## config.mk

```make
export PLATFORM = sky130hd
export DESIGN_NAME = nios_dct_packer
export DESIGN_NICKNAME = d
export VERILOG_FILES = /design/src/rtl/nios_dct_packer.sv
export SDC_FILE = /design/constraint.sdc
export NUM_CORES = 1
export LEC_CHECK = 0
export BUFFER_PORTS_ARGS = -buffer_cell sky130_fd_sc_hd__buf_4
export CAP_MARGIN = 20
export CORE_UTILIZATION = 50
export CTS_CLUSTER_DIAMETER = 60
export DETAILED_ROUTE_END_ITERATION = 10
export PLACE_DENSITY = 0.71
export SLEW_MARGIN = 15
export SYNTH_ARGS = -nofsm -noshare
export SYNTH_HDL_FRONTEND = slang
export SYNTH_SLANG_ARGS = --single-unit
```

## constraint.sdc

```tcl
create_clock -name clk -period 2.5 [get_ports clk]
set_input_delay 0.25 -clock clk [delete_from_list [all_inputs] [get_ports clk]]
set_output_delay 0.25 -clock clk [all_outputs]
set_load 0.05 [all_outputs]
```

## src/rtl/nios_dct_packer.sv

```systemverilog
// Packs 2-bit trace codes into 30-bit words of up to 15 entries and hands each
// word to the OCI trace consumer through a single valid/ready holding register.
module nios_dct_packer #(
   parameter int unsigned ENTRY_W = 2,
   parameter int unsigned DEPTH   = 15
) (
   input  logic                       clk,
   input  logic                       reset,
   input  logic                       trace_enable,
   input  logic                       dct_in_valid,
   input  logic [ENTRY_W-1:0]         dct_in,
   input  logic                       flush,
   input  logic                       out_ready,
   output logic                       out_valid,
   output logic [ENTRY_W*DEPTH-1:0]   dct_buffer,
   output logic [3:0]                 dct_count,
   output logic                       overflow,
   input  logic                       overflow_clr
);

   localparam int unsigned BUF_W = ENTRY_W * DEPTH;
   localparam int unsigned CNT_W = 4;
   localparam int unsigned SH_W  = 8;

   logic [BUF_W-1:0] acc, acc_n, appended, a_acc, load_buf;
   logic [CNT_W-1:0] acc_cnt, cnt_n, a_cnt, load_cnt;
   logic [SH_W-1:0]  shamt;
   logic             flush_pend, pend_n, te_q;
   logic             accept, hold_free, flush_req, pend, full, load, ovf_set;

   assign accept    = trace_enable & dct_in_valid;
   assign hold_free = ~out_valid | out_ready;
   assign flush_req = flush | (te_q & ~trace_enable);
   assign pend      = flush_pend | flush_req;
   assign full      = (acc_cnt == CNT_W'(DEPTH - 1));
   assign shamt     = SH_W'(acc_cnt) * SH_W'(ENTRY_W);
   assign appended  = acc | (BUF_W'(dct_in) << shamt);

   // Append first, then decide between completion, flush, or drop.
   always_comb begin
      a_acc    = accept ? appended : acc;
      a_cnt    = accept ? acc_cnt + CNT_W'(1) : acc_cnt;
      acc_n    = acc;
      cnt_n    = acc_cnt;
      pend_n   = pend;
      load     = 1'b0;
      load_buf = a_acc;
      load_cnt = a_cnt;
      ovf_set  = 1'b0;
      if (accept && full) begin
         if (hold_free) begin
            load     = 1'b1;
            load_buf = appended;
            load_cnt = CNT_W'(DEPTH);
            acc_n    = '0;
            cnt_n    = '0;
            pend_n   = 1'b0;
         end else begin
            ovf_set  = 1'b1;
         end
      end else begin
         acc_n = a_acc;
         cnt_n = a_cnt;
         if (pend && hold_free) begin
            pend_n = 1'b0;
            if (a_cnt != '0) begin
               load  = 1'b1;
               acc_n = '0;
               cnt_n = '0;
            end
         end
      end
   end

   always_ff @(posedge clk or posedge reset) begin
      if (reset) begin
         acc        <= '0;
         acc_cnt    <= '0;
         flush_pend <= 1'b0;
         te_q       <= 1'b0;
         out_valid  <= 1'b0;
         dct_buffer <= '0;
         dct_count  <= '0;
         overflow   <= 1'b0;
      end else begin
         acc        <= acc_n;
         acc_cnt    <= cnt_n;
         flush_pend <= pend_n;
         te_q       <= trace_enable;
         overflow   <= ovf_set | (overflow & ~overflow_clr);
         if (load) begin
            out_valid  <= 1'b1;
            dct_buffer <= load_buf;
            dct_count  <= load_cnt;
         end else if (out_ready) begin
            out_valid  <= 1'b0;
         end
      end
   end

endmodule

```

==> flow_summary.yaml, run 1 <==
outcome:
  outcome: "finished, violations left"
  failed_checks: "negative hold slack"
die:
  die_w_um: 81.81
  fp.dieH_um: 81.81
  num_io_pins: 45
  row_count: 28
  initial_utilization_pct: 52.84
  dieArea_um2: 6692
  core_area_um2: 6026
global_route:
  grt_overflow_total: 0
  grt_pass1_vias: 2267
  track_usage_pct: 23.07
  grt_max_degree: 36
  grt_pass1_wl_mm: 11.41
  antenna_found_initial: 0
timing:
  fmax_mhz: 433.0
  fin_tns_setup_ns: 0
  layout_min_cycle_time_ns: 2.309
  holdWs_ns: -0.01673
  fin_crit_sh_pct: 92.37
  clock_skew_ns: 0.007671
  finalHoldViolCount: 24
  finalSetupViolCount: 0
  slew_violations: 0
  relSlewSlack_pct: 58.39
  tightest_slew_ns: 0.6233
  rsz0062_at_grt: "false"
cts:
  cts-resized-gates: 0
  clkTransAtPathRegs_ns: 0.08
  cts_hold_buf: 0
  cts-htree-levels: 3
  cts_tree: "built"
  cts_setup_buffers: 0
  ctsRootBufferMaster: "clkbuf_8"
  cts_buffer_depth: 2
  clkLatencyLatePin_ns: 0.34
  cts_buffers: 9
  cts.sinks: 72
power:
  ir_drop_mv: 0.9189
  p_per_area_nw_per_um2: 946.9
  p_leak_nw: 1.860
finish:
  final_common_cell: "dfrtp_1"
  instances_no_fill: 424
  syn2layout_area_growth_pct: 19.65
  drive_gt1_share_pct: 26.07
  layout_common_cells: "dfrtp_1, buf_4, a21oi_1"
  post-route-util_pct: 63.23
  diodes: 0
  nets: 355
setup_path:
  crit_path_max_fanout: 21
  critPathLaunchType: "register"
  required_ns: 2.73
  crit_slowest_cell: "dfrtp_1"
  cp_top_family: "compound AO/OA/AOI/OAI gates"
  max_stage_delay_ns: 0.38
  cp_num_buf_inv: 2
  critPathKind: "reg2reg"
  cp_cell_sequence: "inv_1, ha_1, and3_1, a22o_2, and4_4, o21ai_4, buf_4, mux2_4"
  arrival_ns: 2.53
  endpoint_kind: "register"
synth:
  async_flop_share_pct: 100.0
  synth_top_family_by_area: "compound AO/OA/AOI/OAI gates"
  synthesis.area_um2: 3184
  synth_edf_count: 0
  synth.distinct_cells: 38
  synth_ff_type: "dfrtp_1"
  synthMuxAreaShare_pct: 6.287
  synth_fp_nets: 305
  ys_seq_area_share_pct: 56.58
  synth-compound-area-share_pct: 17.52
  ys_ff_latch: 72
  synthSimpleGateAreaFrac_pct: 13.87
  synth_cells: 294
  postSynthAreaPerCell_um2: 10.83
  synth-adder-area-share_pct: 0.7859
  synth_xor_area_share_pct: 0.5501
  yosys_warnings: 0
drt:
  routedWlPerCell_um: 16.25
  antenna_left: 0
  via_per_inst: 5.675
  dr.pass1.iters: 4
  drc: 0
  drtIter0Drc: 149
  routed-via-count: 2406
  totalWireLength_mm: 6.890
placement:
  port_buffers: 44
  hpwl_mm: 4.793
  place.gp.congestion: 0.8573
  dp_cells: 408
run:
  max_cap_violations: 0
min_path:
  min_path_type: "in2async"
-- sequential cells by signal, indices dropped and copies added, names as in the netlist --
register / count
te_q: 1
out_valid: 1
flush_pend: 1
dct_count: 4
dct_buffer: 30
acc: 30
acc_cnt: 4
overflow: 1
-- power breakdown --
part	internal, mW	switching [mW]
Sequential	1.32	0.0952
Combinational	0.353	0.818
Clock	0.584	0.437
Total	2.26	1.35
-- kinds of logic after synthesis --
group,Yosys count
xor gates and xnor gates,2
muxes,14
DFF,72
adders and majority gates,2
and+or+nand+nor,88
AOI/OAI and AO/OA,93
buffers and inverters,23
-- cells in the mapped netlist (2+ instances only) --
cell	count	share of area, %
nand2_1	14	1.7
dfrtp_1	72	57
nand3_1	8	1.3
inv_1	7	0.83
nor3_1	3	0.47
o21ai_0	8	1.3
ha_1	2	0.79
mux2i_1	2	0.63
mux2_4	12	5.7
nand2b_1	2	0.39
and3_1	4	0.79
a21oi_1	52	8.2
buf_4	3	0.71
a21o_1	4	0.94
buf_2	4	0.63
nor2_2	2	0.39
a211oi_1	17	4.0
nor2b_1	3	0.59
buf_6	5	1.8
and2_1	12	2.4
nor2_1	32	3.8
o21bai_1	8	1.9
clkbuf_1	3	0.35
-- metrics by stage --
| stage | worst slack [ns] | cell area (um2) | hold slack, ns | total power [mW] |
|---|---|---|---|---|
| final | 0.1908 | 3810 | -0.01673 | 3.608 |
| after global placement | 0.2590 | 3590 | 0.3706 | 2.601 |
| after CTS | 0.1879 | 3810 | 0.004141 | 3.632 |
| after detailed placement | 0.2193 | 3590 | 0.3797 | 2.608 |
| after global routing | 0.05737 | 3810 | 0.04304 | 3.763 |
| after floorplan | 0.2191 | 3184 | 0.2814 | 2.266 |
-- area by class of cell --
class / count / area [um2]
inverters: 7 / 26.28
flip-flops and latches: 72 / 1802
multi-input cells: 199 / 1242
fillers: 494 / 2216
clock buffers: 10 / 137.6
clock inverters: 6 / 82.58
repair buffers: 55 / 425.4
well taps: 75 / 93.84
-- final timing paths --
path	end	startpoint	depth (start not counted)	slack, ns
max	dct_buffer[13]$_DFFE_PP0P_	acc_cnt[0]$_DFFE_PP0N_	8	0.19
max in group asynchronous	dct_buffer[18]$_DFFE_PP0P_	reset	3	1.77
min	out_valid$_DFFE_PP0P_	reset	2	-0.02
max reg2reg	dct_buffer[13]$_DFFE_PP0P_	acc_cnt[0]$_DFFE_PP0N_	8	0.19
min in group clk	te_q$_DFF_PP0_	trace_enable	1	0.08
min reg2reg	acc[1]$_DFFE_PP0N_	acc[1]$_DFFE_PP0N_	2	0.49
-- routing by layer --
layer	vias to the layer above	share of wire (%)	track usage, %	routed length, um
li1	1134	-	-	-
met3	8	3.8	4.000	263
met4	0	1.1	8.596	79
met5	-	0	0	0
met1	1206	49	32.95	3382
met2	58	46	35.12	3165
Power figures use the tool's default switching activity.
==> inputs of run 2 (changes only) <==
==> constraint.sdc (replaced) <==
create_clock -name clk -period 2.15 [get_ports clk]
set_input_delay 0.1075 -clock clk [delete_from_list [all_inputs] [get_ports clk]]
set_output_delay 0.1075 -clock clk [all_outputs]
set_load 0.05 [all_outputs]
==> run 2 against run 1 <==
The flow now finishes without violations. Via count fell by 1.6%. Register-to-register slack got worse by 0.15 ns. Setup slack got worse by 0.15 ns. Total power grew 17%. Sequential share of layout area down 1.8 points. Sequential cell count did not move. Fmax rose by 9.4%. Core utilization rose by 2.5 points. Cell area is 3.9% higher. Clock skew grew 0.0014 ns. Hold slack improved by 0.14 ns. Critical endpoint is now dct_buffer[15]$_DFFE_PP0P_.
==> flow_summary.yaml, run 2 (synthesized netlist as in run 1, its figures left out) <==
setup_path:
  arrival_ns: 2.34
  critPathKind: "reg2reg"
  crit_path_max_fanout: 25
  critPathLaunchType: "register"
  rr_worst_depth: 8
  setup.worst_path.start: "acc_cnt[0]$_DFFE_PP0N_"
  endpoint_kind: "register"
  reg2reg_from: "acc_cnt[0]$_DFFE_PP0N_"
  r2r_slack_ns: 0.04
  required_ns: 2.38
  crit_path_end: "dct_buffer[15]$_DFFE_PP0P_"
  r2r_end: "dct_buffer[15]$_DFFE_PP0P_"
cts:
  cts.sinks: 72
  clkLatencyLatePin_ns: 0.34
  cts_buffer_depth: 2
  cts_tree: "built"
  ctsRootBufferMaster: "clkbuf_8"
  cts-htree-levels: 3
  cts_buffers: 9
  clkTransAtPathRegs_ns: 0.08
  cts_setup_buffers: 0
drt:
  wl_met3_um: 278
  drc: 0
  route.met2.wl_mm: 3.091
  dr.max_layer_used: "met4"
  via_per_inst: 5.494
  dr.pass1.iters: 4
  totalWireLength_mm: 6.995
  drtIter0Drc: 210
  routed-via-count: 2368
  routedWlPerCell_um: 16.23
  antenna_left: 0
  drt-met1-wl_mm: 3.537
timing:
  holdWs_ns: 0.1185
  rsz0062_at_grt: "true"
  finalHoldViolCount: 0
  tightest_slew_ns: 0.6350
  fin_crit_sh_pct: 98.22
  finalSetupViolCount: 0
  layout_min_cycle_time_ns: 2.112
  clock_skew_ns: 0.009072
  slew_violations: 0
  fmax_mhz: 473.5
  relSlewSlack_pct: 57.66
  fin_tns_setup_ns: 0
  worst_slack_ns: 0.03824
finish:
  nets: 363
  final_area_um2: 3960
  diodes: 0
  layout_common_cells: "dfrtp_1, buf_4, a21oi_1"
  instances_no_fill: 431
  top_regs: "acc: 30 flops, dct_buffer: 30 flops"
  final_common_cell: "dfrtp_1"
  post-route-util_pct: 65.72
  drive_gt1_share_pct: 28.93
  syn2layout_area_growth_pct: 24.36
power:
  p_comb_share_pct: 33.6
  p_per_area_nw_per_um2: 1064
  pwr-share-clk_pct: 27.2
  sw_frac_of_total_pct: 37.46
  total_power_mw: 4.213
  p_switching_mw: 1.578
  seq_power_share_pct: 39.2
  p_leak_nw: 1.894
  p_int_mw: 2.635
  ir_drop_mv: 0.8578
die:
  die_w_um: 81.81
  row_count: 28
  dieArea_um2: 6692
  initial_utilization_pct: 52.84
  core_area_um2: 6026
  num_io_pins: 45
  fp.dieH_um: 81.81
global_route:
  grt_pass1_vias: 2278
  grt_max_degree: 51
  grt_overflow_total: 0
  grt_pass1_wl_mm: 11.45
  antenna_found_initial: 0
  track_usage_pct: 23.28
placement:
  hpwl_mm: 4.852
  preCtsSetupSlack_ns: -0.005587
  port_buffers: 44
  place.gp.congestion: 0.8747
  placed_area_um2: 3665
  dp_cells: 413
min_path:
  holdPathStages: 3
  min_path_type: "in2reg"
run:
  max_cap_violations: 0
outcome:
  outcome: "finished clean"
==> run 2: final cells by class <==
cell class,count,area (um2)
Clock buffer,10,127.6
Clock inverter,5,82.58
Fill cell,483,2066
Inverter,7,26.28
Multi-Input combinational cell,199,1294
Sequential cell,72,1803
Tap cell,75,93.84
Timing Repair Buffer,63,533.0
==> run 2: critical path: stages, from the launching register on <==
cell,delay (ns)
dfrtp_1,0.39
inv_2,0.11
ha_4,0.21
and3_4,0.15
a22o_4,0.25
and4_4,0.19
o21ai_4,0.16
buf_12,0.21
mux2_4,0.32
==> run 2: timing repair <==
action	CTS	global route
endpoints found under the setup margin	8	52
hold endpoints to repair	24	0
pin swaps	0	0
resized for setup	1	11
hold buffers	3	0
==> run 2: how the worst min path moves through the flow <==
stage	slack, ns	to	from
2_1_floorplan	0.14	te_q$_DFF_PP0_	trace_enable
3_3_place_gp	0.17	acc[14]$_DFFE_PP0N_	reset
3_5_place_dp	0.18	acc[14]$_DFFE_PP0N_	reset
4_1_cts	0.1	flush_pend$_DFF_PP0_	out_ready
5_1_grt	0.12	flush_pend$_DFF_PP0_	out_ready
6_report	0.12	flush_pend$_DFF_PP0_	out_ready
==> run 2: power groups by stage <==
stage | sequential [mW] | combinational [mW] | clock [mW]
6_report | 1.65 | 1.41 | 1.15
5_1_grt | 1.67 | 1.50 | 1.22
2_1_floorplan | 2.22 | 0.422 | 0
3_3_place_gp | 1.67 | 1.37 | 0
3_5_place_dp | 1.66 | 1.39 | 0
4_1_cts | 1.65 | 1.39 | 1.16
==> run 2: metal layers <==
| layer | vias to the layer above | global-route usage (%) |
|---|---|---|
| met5 | - | 0 |
| met4 | 0 | 10.53 |
| met3 | 8 | 3.333 |
| met2 | 52 | 33.39 |
| met1 | 1164 | 34.74 |
| li1 | 1144 | - |
